**src/rtl/hazard_pkg.sv**
```systemverilog
// rtl/hazard_pkg.sv - shared defaults, latency width helper and index/latency types for the hazard scoreboard
package hazard_pkg;

  localparam int NREG_DEF    = 32;
  localparam int MAX_LAT_DEF = 7;

  function automatic int lat_w(input int max_lat);
    return $clog2(max_lat + 1);
  endfunction

  typedef logic [$clog2(NREG_DEF)-1:0]   reg_idx_t;
  typedef logic [lat_w(MAX_LAT_DEF)-1:0] lat_t;

endpackage

```
**src/rtl/sb_entry.sv**
```systemverilog
// rtl/sb_entry.sv - per-register result countdown: load, saturating decrement, clear
module sb_entry #(
  parameter int LAT_W = 3
) (
  input  logic             clk,
  input  logic             rst,
  input  logic             clr,
  input  logic             load,
  input  logic [LAT_W-1:0] load_val,
  output logic             busy,
  output logic             busy_gt1
);

  logic [LAT_W-1:0] cnt_q;

  // a new producer overrides the running countdown (in-order WAW)
  always_ff @(posedge clk) begin
    if (rst || clr) begin
      cnt_q <= '0;
    end else if (load) begin
      cnt_q <= load_val;
    end else if (cnt_q != '0) begin
      cnt_q <= cnt_q - LAT_W'(1);
    end
  end

  assign busy     = (cnt_q != '0);
  assign busy_gt1 = (cnt_q > LAT_W'(1));

endmodule

```
**src/rtl/hazard_scoreboard.sv**
```systemverilog
// rtl/hazard_scoreboard.sv - ID-stage RAW hazard scoreboard with per-register countdowns
// Optional stall statistics counters enabled by HAZARD_SCOREBOARD_STATS_EN.
module hazard_scoreboard
  import hazard_pkg::*;
#(
  parameter int NREG    = NREG_DEF,
  parameter int MAX_LAT = MAX_LAT_DEF,
  parameter int LAT_W   = lat_w(MAX_LAT),
  parameter int IDX_W   = $clog2(NREG)
) (
  input  logic             clk,
  input  logic             rst,
  input  logic             issue_valid,
  input  logic [IDX_W-1:0] issue_rd,
  input  logic [LAT_W-1:0] issue_lat,
  input  logic             use_rs,
  input  logic             use_rt,
  input  logic [IDX_W-1:0] rs_id,
  input  logic [IDX_W-1:0] rt_id,
  input  logic             early_id,
  input  logic             flush,
`ifdef HAZARD_SCOREBOARD_STATS_EN
  output logic [31:0]      stall_cnt_o,
  output logic [31:0]      stall_early_cnt_o,
`endif
  output logic             stall_o,
  output logic             pc_ifwrite_o
);

  localparam logic [LAT_W-1:0] MAX_LAT_V = LAT_W'(MAX_LAT);

  logic [NREG-1:0]  busy;
  logic [NREG-1:0]  busy_gt1;
  logic             rs_conflict;
  logic             rt_conflict;
  logic             accept;
  logic [LAT_W-1:0] load_val;

  assign busy[0]     = 1'b0;
  assign busy_gt1[0] = 1'b0;

  genvar r;
  generate
    for (r = 1; r < NREG; r++) begin : g_entry
      sb_entry #(
        .LAT_W(LAT_W)
      ) u_entry (
        .clk     (clk),
        .rst     (rst),
        .clr     (flush),
        .load    (accept && (issue_rd == IDX_W'(r))),
        .load_val(load_val),
        .busy    (busy[r]),
        .busy_gt1(busy_gt1[r])
      );
    end
  endgenerate

  // early resolvers need the value one cycle before normal EX consumers
  assign rs_conflict = early_id ? busy[rs_id] : busy_gt1[rs_id];
  assign rt_conflict = early_id ? busy[rt_id] : busy_gt1[rt_id];

  assign stall_o      = (use_rs && rs_conflict) || (use_rt && rt_conflict);
  assign pc_ifwrite_o = !stall_o;

  assign accept   = issue_valid && !stall_o && !flush && (issue_rd != '0);
  assign load_val = (issue_lat > MAX_LAT_V) ? MAX_LAT_V : issue_lat;

`ifdef HAZARD_SCOREBOARD_STATS_EN
  logic [31:0] stall_cnt_q;
  logic [31:0] stall_early_cnt_q;

  always_ff @(posedge clk) begin
    if (rst) begin
      stall_cnt_q       <= '0;
      stall_early_cnt_q <= '0;
    end else if (stall_o) begin
      if (stall_cnt_q != '1) begin
        stall_cnt_q <= stall_cnt_q + 32'd1;
      end
      if (early_id && (stall_early_cnt_q != '1)) begin
        stall_early_cnt_q <= stall_early_cnt_q + 32'd1;
      end
    end
  end

  assign stall_cnt_o       = stall_cnt_q;
  assign stall_early_cnt_o = stall_early_cnt_q;
`endif

endmodule

```
**config.mk**
```make
export PLATFORM = sky130hd
export DESIGN_NAME = hazard_scoreboard
export DESIGN_NICKNAME = d
export VERILOG_FILES = /design/src/rtl/hazard_pkg.sv /design/src/rtl/sb_entry.sv /design/src/rtl/hazard_scoreboard.sv
export SDC_FILE = /design/constraint.sdc
export NUM_CORES = 1
export LEC_CHECK = 0
export ABC_AREA = 1
export BUFFER_PORTS_ARGS = -buffer_cell sky130_fd_sc_hd__buf_2
export CAP_MARGIN = 20
export CELL_PAD_IN_SITES_DETAIL_PLACEMENT = 1
export CELL_PAD_IN_SITES_GLOBAL_PLACEMENT = 1
export CORE_MARGIN = 1.5
export CORE_UTILIZATION = 39
export DETAILED_ROUTE_END_ITERATION = 7
export HOLD_SLACK_MARGIN = 0.15
export PLACE_DENSITY_LB_ADDON = 0.08
export SLEW_MARGIN = 20
export SYNTH_ARGS = -nofsm -noshare
export SYNTH_HDL_FRONTEND = slang
export SYNTH_SLANG_ARGS = --single-unit
```
**constraint.sdc**
```tcl
create_clock -name clk -period 2.4 [get_ports clk]
set_clock_uncertainty 0.15 [all_clocks]
set_input_delay 0.48 -clock clk [delete_from_list [all_inputs] [get_ports clk]]
set_output_delay 0.48 -clock clk [all_outputs]
set_load 0.02 [all_outputs]
```
==> flow_metrics.py, run 1 <==
metrics = {
    "placement": {
        "gp_congestion": 0.888,
        "dpl_worst_slack_ns": -0.319,
        "dpl_cell_area_um2": 9960,
        "dpl.hpwl_um": 22600,
        "io_buffers": 26,
    },
    "final_layout": {
        "final_area_um2": 11800,
        "seq_area_um2": 1900,
        "largest_reg_flops": 93,
        "nNetsFinal": 1590,
        "layout_commonest_cell": "nand2_1",
        "num_antenna_cells": 0,
        "multi_input_area_um2": 6680,
        "area_delta_synth_final_pct": 41.2,
        "fillers": 2723,
        "mostFrequentLayoutCells": "nand2_1, nand3_1, buf_4, nor2_1, inv_1",
        "regMostFlops": "g_entry.u_entry.cnt_q",
        "layout-drive-gt1-share_pct": 38.1,
        "top_regs": "g_entry.u_entry.cnt_q (93)",
    },
    "worst_setup_path": {
        "cpMaxStageDelayCell": "dfxtp_2",
        "cpLargestDelayFamily": "simple AND/OR/NAND/NOR gates",
        "r2r_cells": 20,
        "path_max_fanout": 3,
        "r2r-start": "g_entry[24].u_entry.cnt_q[1]$_SDFFE_PP0P_",
        "crit_path_max_incr_delay_ns": 0.34,
        "cp.required_ns": 1.77,
        "cp-end-kind": "output pin",
        "crit_start": "g_entry[31].u_entry.cnt_q[1]$_SDFFE_PP0P_",
        "path_cells": "inv_2 -> ha_4 -> ha_4 -> a21oi_2 -> nand2_1 -> nand3_2 -> nand3_2 -> nand3_2 -> nand2_2 -> a21oi_4 -> nand2_4 -> nand2_8 -> inv_4 -> buf_6",
        "start_kind": "register",
        "cp_common_cell": "nand3_2",
        "rrSetupSlack_ns": -0.33,
        "r2r_end": "g_entry[21].u_entry.cnt_q[1]$_SDFFE_PP0P_",
        "arrival_ns": 2.13,
        "path_class": "reg2out",
        "crit_buf_inv": 3,
    },
    "drt": {
        "detail-route-antenna-nets": 0,
        "routed_wl_um": 32800,
        "vias": 9391,
        "drt_iter0_drc": 437,
        "drt-pass1-iter-count": 4,
        "detail_route.vias_per_cell": 5.35,
        "wire_per_inst_um": 18.7,
        "drc": 0,
    },
    "outcome": {
        "status": "finished, violations left",
        "violations": "negative setup slack",
    },
    "sta": {
        "setup_tns_ns": -14.99,
        "fin_crit_sh_pct": 115,
        "fmax_mhz": 362,
        "finalMaxSlewViolations": 0,
        "fin_ws_ns": -0.361,
        "hold_violations": 0,
        "period_needed_ns": 2.76,
        "slew_headroom_pct": 60.2,
        "whs_ns": 0.340,
        "rsz0062_at_grt": "yes",
        "worst_slew_pin_slew_ns": 0.596,
        "setup_viol": 95,
    },
    "clock_network": {
        "path_clk_slew_ns": 0.08,
        "htreeDepth": 3,
        "numClockSinks": 93,
        "cts.hold.buffers_added": 0,
        "clock_latency_ns": 0.37,
        "cts_buffers": 9,
        "cts_buffer_depth": 2,
        "cts_tree": "built",
        "cts-root-buf": "clkbuf_16",
    },
    "global_route": {
        "grt_first_pass_wirelength_um": 48500,
        "first_global_vias": 9215,
        "grt_max_degree": 62,
        "gr-total-overflow": 0,
        "track_usage_pct": 28.3,
        "antenna_found_initial": 0,
    },
    "logic_synthesis": {
        "synth_warnings": 0,
        "yosysSeqAreaShare_pct": 22.3,
        "synth_cell_type_count": 31,
        "synth_area_per_cell_um2": 6.47,
        "synth_seq_cells": 93,
        "syn_nets": 1404,
        "synth_cells": 1288,
        "synth_area_um2": 8330,
    },
    "pwr": {
        "cellPowerDensity_nw_per_um2": 471,
        "power_mw": 5.54,
        "peakVddDrop_v": 0.000349,
        "leakage_nw": 5.19,
    },
    "flow_run": {
        "max-cap-violations": 0,
    },
    "min_path": {
        "min_to": "g_entry[30].u_entry.cnt_q[1]$_SDFFE_PP0P_",
        "worstHoldStart": "g_entry[30].u_entry.cnt_q[1]$_SDFFE_PP0P_",
        "hold_class": "reg2reg",
        "hold_depth": 2,
    },
    "floorplanning": {
        "dieArea_um2": 22200,
        "core_um2": 21000,
        "rows": 53,
        "die_h_um": 149,
        "die_x_um": 149,
        "ios": 27,
        "initial_core_util_pct": 39.6,
    },
}
cell type report:
type,count,area share [%]
clock buffer,9,1.91
clock inverter,7,0.415
inverter,157,5.05
multi-input combinational,991,56.8
sequential,93,16.1
tap,275,2.93
timing repair buffer,222,16.8
cells in the mapped netlist:
| library cell | n | area share [%] |
|---|---|---|
| nand3_1 | 258 | 15 |
| nand2_1 | 250 | 11 |
| inv_1 | 149 | 6.7 |
| nor2_1 | 144 | 6.5 |
| dfxtp_1 | 93 | 22 |
| ha_1 | 91 | 14 |
| a21oi_1 | 68 | 4.1 |
| o21ai_0 | 40 | 2.4 |
| xor2_1 | 37 | 3.9 |
| or2_2 | 27 | 2.0 |
| xnor2_1 | 23 | 2.4 |
| buf_2 | 22 | 1.3 |
| clkbuf_1 | 18 | 0.81 |
| nand4_1 | 17 | 1.3 |
| nand3_4 | 10 | 2.1 |
| mux2i_1 | 9 | 1.1 |
| nor3_1 | 7 | 0.42 |
| inv_2 | 4 | 0.18 |
| clkinv_1 | 3 | 0.14 |
| nand2_2 | 3 | 0.23 |
| buf_1 | 2 | 0.090 |
| buf_4 | 2 | 0.18 |
| buf_6 | 2 | 0.27 |
| o21ai_1 | 2 | 0.12 |
| a21boi_1 | 1 | 0.090 |
| buf_12 | 1 | 0.24 |
| inv_4 | 1 | 0.075 |
| nand2_4 | 1 | 0.14 |
| nand3_2 | 1 | 0.12 |
| nor2_8 | 1 | 0.24 |
| o21bai_1 | 1 | 0.090 |
per-layer routing:
metal  share of wire [%]  up-vias  GRT usage [%]
li1                    -     4538              -
met1                  44     4553           37.0
met2                  47      236           47.1
met3                 4.5       64           3.76
met4                 3.9        0           11.0
met5                   0        -              0
logic make-up (layout without fill, tap and decap cells):
group                      count (synthesis)  after routing  share of synthesized area, %
and+or+nand+nor                          719            719                          39.8
buffers and inverters                    204            395                          10.0
AOI/OAI and AO/OA                        112            112                          6.79
DFF                                       93             93                          22.3
adders and majority gates                 91             91                          13.7
xor gates and xnor gates                  60             60                          6.31
muxes                                      9              9                          1.08
worst max-delay path by stage:
stage / to / cells after the start / slack [ns]
global placement: g_entry[9].u_entry.cnt_q[0]$_SDFFE_PP0P_ / 14 / -0.22
finish: pc_ifwrite_o / 14 / -0.36
global route: pc_ifwrite_o / 14 / -0.44
detailed placement: g_entry[9].u_entry.cnt_q[2]$_SDFFE_PP0P_ / 15 / -0.32
floorplan: g_entry[2].u_entry.cnt_q[2]$_SDFFE_PP0P_ / 18 / 0.01
CTS: pc_ifwrite_o / 14 / -0.33
worst register-to-register path, stage by stage, from the launching register on:
cell and delay [ns]:
dfxtp_2 0.33, inv_2 0.08, ha_4 0.13, inv_2 0.04, nor2_4 0.15, nand2_1 0.09, nand3_2 0.08, nand3_2 0.09
nand3_2 0.11, nand3_2 0.08, nand2_2 0.10, a21oi_4 0.07, nand2_4 0.10, nand2_8 0.07, buf_4 0.16, nor2_8 0.25
buf_12 0.15, clkbuf_16 0.14, nand3_1 0.10, nand2_1 0.09, a21oi_1 0.06
timing repair:
item                       CTS  global route
pin swaps                   98            43
setup buffers               19            13
gates resized for setup    250           129
gates cloned                 2             4
setup endpoints to repair   95            95
stage by stage:
step                utilization, %  std cells
global route                  55.9       1754
detailed placement            47.4       1708
finish                        55.9       1754
global placement              47.4       1708
CTS                           52.9       1741
floorplan                        -       1288
report_power, final:
group / switching, mW / leakage (nW) / internal [mW]
Sequential: 0.0667 / 0.767 / 1.64
Combinational: 1.37 / 4.29 / 1.04
Clock: 0.723 / 0.136 / 0.709
No activity file was read; power rests on OpenSTA's default activity.
==> run 2: changes to the inputs <==
--- a/config.mk
+++ b/config.mk
@@ -14,7 +14,7 @@
 export CORE_UTILIZATION = 39
 export DETAILED_ROUTE_END_ITERATION = 7
 export HOLD_SLACK_MARGIN = 0.15
-export PLACE_DENSITY_LB_ADDON = 0.08
+export PLACE_DENSITY = 0.86
 export SLEW_MARGIN = 20
 export SYNTH_ARGS = -nofsm -noshare
 export SYNTH_HDL_FRONTEND = slang
==> run 2 against run 1 <==
The flow still finishes with violations (negative setup slack). Largest cell class unchanged. Maximum frequency fell by 18%. Via count up 20%. Hold slack improved by 0.0085 ns. First-iteration DRC count grew to 2.9 times the previous value. Critical path type is now reg2reg. Die area did not move. Sequential power about the same. Count of clock-buffer cells in the layout rose by 2. Clock power rose by 15%. Setup slack got worse by 0.60 ns. Sequential share of layout area decreased by 0.39 points.
==> flow_metrics.py, run 2 (synthesis results as in run 1) <==
metrics = {
    "outcome": {
        "status": "finished, violations left",
        "violations": "negative setup slack",
    },
    "sta": {
        "finalMaxSlewViolations": 0,
        "rsz0062_at_grt": "yes",
        "fin_ws_ns": -0.956,
        "hold_violations": 0,
        "fin_crit_sh_pct": 140,
        "worst_slew_pin_slew_ns": 0.912,
        "period_needed_ns": 3.36,
        "slew_headroom_pct": 38.8,
        "setup_viol": 95,
        "fmax_mhz": 298,
    },
    "placement": {
        "place_inst": 1719,
        "dpl_cell_area_um2": 10000,
        "dpl.hpwl_um": 23400,
        "dpl_worst_slack_ns": -0.351,
        "gp_congestion": 0.994,
        "io_buffers": 26,
    },
    "worst_setup_path": {
        "path_class": "reg2reg",
        "arrival_ns": 3.47,
        "r2r_end": "g_entry[14].u_entry.cnt_q[0]$_SDFFE_PP0P_",
        "crit_end": "g_entry[14].u_entry.cnt_q[0]$_SDFFE_PP0P_",
        "crit_start": "g_entry[6].u_entry.cnt_q[1]$_SDFFE_PP0P_",
        "r2r_cells": 16,
        "cp.required_ns": 2.51,
        "r2r-start": "g_entry[6].u_entry.cnt_q[1]$_SDFFE_PP0P_",
        "cp-end-kind": "register",
        "rrSetupSlack_ns": -0.96,
        "start_kind": "register",
        "path_max_fanout": 6,
    },
    "final_layout": {
        "final_area_um2": 12100,
        "instances_no_fill": 1766,
        "fillers": 2582,
        "top_regs": "g_entry.u_entry.cnt_q (93)",
        "regMostFlops": "g_entry.u_entry.cnt_q",
        "layout_commonest_cell": "nand3_1",
        "mostFrequentLayoutCells": "nand3_1, nand2_1, buf_4, nor2_1, inv_1",
        "largest_reg_flops": 93,
        "area_delta_synth_final_pct": 45.6,
        "nNetsFinal": 1601,
        "layout-drive-gt1-share_pct": 42.3,
    },
    "clock_network": {
        "cts_buffer_depth": 2,
        "path_clk_slew_ns": 0.08,
        "cts_buffers": 9,
        "cts-root-buf": "clkbuf_16",
        "clock_latency_ns": 0.40,
        "cts_tree": "built",
        "htreeDepth": 3,
        "numClockSinks": 93,
    },
    "global_route": {
        "track_usage_pct": 34.2,
        "gr-total-overflow": 0,
        "first_global_vias": 11074,
        "grt_first_pass_wirelength_um": 58700,
        "antenna_found_initial": 1,
        "grt_max_degree": 45,
    },
    "floorplanning": {
        "dieArea_um2": 22200,
        "die_h_um": 149,
        "initial_core_util_pct": 39.6,
        "ios": 27,
        "die_x_um": 149,
        "core_um2": 21000,
        "rows": 53,
    },
    "drt": {
        "routed_wl_um": 49100,
        "vias": 11232,
        "detail_route.vias_per_cell": 6.36,
        "wire_per_inst_um": 27.8,
        "detail-route-antenna-nets": 0,
        "drt-pass1-iter-count": 8,
        "drt_iter0_drc": 1267,
        "drc": 0,
    },
    "pwr": {
        "peakVddDrop_v": 0.000389,
        "cellPowerDensity_nw_per_um2": 520,
        "leakage_nw": 5.18,
    },
    "flow_run": {
        "max-cap-violations": 0,
    },
    "min_path": {
        "hold_depth": 2,
        "hold_class": "reg2reg",
    },
}
==> run 2: worst min-delay path by stage <==
stage / start / endpoint / slack, ns
6_report: g_entry[12].u_entry.cnt_q[1]$_SDFFE_PP0P_ / g_entry[12].u_entry.cnt_q[1]$_SDFFE_PP0P_ / 0.35
5_1_grt: g_entry[12].u_entry.cnt_q[1]$_SDFFE_PP0P_ / g_entry[12].u_entry.cnt_q[1]$_SDFFE_PP0P_ / 0.36
3_3_place_gp: g_entry[30].u_entry.cnt_q[1]$_SDFFE_PP0P_ / g_entry[30].u_entry.cnt_q[1]$_SDFFE_PP0P_ / 0.32
3_5_place_dp: g_entry[30].u_entry.cnt_q[1]$_SDFFE_PP0P_ / g_entry[30].u_entry.cnt_q[1]$_SDFFE_PP0P_ / 0.33
2_1_floorplan: g_entry[10].u_entry.cnt_q[1]$_SDFFE_PP0P_ / g_entry[10].u_entry.cnt_q[1]$_SDFFE_PP0P_ / 0.31
4_1_cts: g_entry[30].u_entry.cnt_q[1]$_SDFFE_PP0P_ / g_entry[30].u_entry.cnt_q[1]$_SDFFE_PP0P_ / 0.34
==> run 2: timing repair <==
action	CTS	global route
hold buffers	0	0
gates resized for setup	254	212
pin swaps	75	84
endpoints found under the hold margin	0	0
buffers inserted	15	19
endpoints found under the setup margin	95	95
gates cloned	3	1
==> run 2: per-layer routing <==
metal / share of wire [%] / up-vias / global-route usage (%)
li1: - / 4565 / -
met1: 33 / 5320 / 36.8
met2: 45 / 910 / 60.8
met3: 12 / 437 / 6.02
met4: 10 / 0 / 23.3
met5: 0 / - / 0
==> run 2: final cells by class <==
| type | count | area, um^2 | area share, % |
|---|---|---|---|
| clock buffer | 11 | 253 | 2.08 |
| tap | 275 | 344 | 2.84 |
| clock inverter | 5 | 58.8 | 0.485 |
| antenna | 1 | 2.50 | 0.0206 |
| timing repair buffer | 232 | 1980 | 16.4 |
| multi-input combinational | 992 | 6980 | 57.5 |
| sequential | 93 | 1910 | 15.7 |
| inverter | 157 | 604 | 4.98 |
==> run 2: report_power, final <==
| part | internal [mW] | switching, mW | total [mW] |
|---|---|---|---|
| sequential | 1.64 | 0.0868 | 1.73 |
| clock | 0.866 | 0.787 | 1.65 |
| combinational | 1.12 | 1.80 | 2.92 |
| total | 3.63 | 2.68 | 6.31 |
==> run 2: per-stage QoR <==
stage               hold WS, ns  TNS (ns)  util (%)  power [mW]
floorplan                 0.314         0         -        2.95
global placement          0.322    -15.83      47.6        3.61
detailed placement        0.333    -24.05      47.6        3.72
CTS                       0.338     -5.61      53.4        5.59
global route              0.365    -70.27      57.7        6.48
finish                    0.348    -70.05      57.7        6.31
==> run 2: worst max-delay path: stages, from the launching register on <==
cell     delay [ns]
dfxtp_2        0.35
inv_4          0.08
buf_4          0.11
nand3_1        0.31
nand3_1        0.19
nand3_1        0.14
nand3_2        0.12
nand3_2        0.23
nand3_2        0.15
nand3_2        0.10
nand2_4        0.14
buf_6          0.19
buf_12         0.12
buf_16         0.10
nand4_1        0.28
o21ai_1        0.34
a21oi_1        0.10
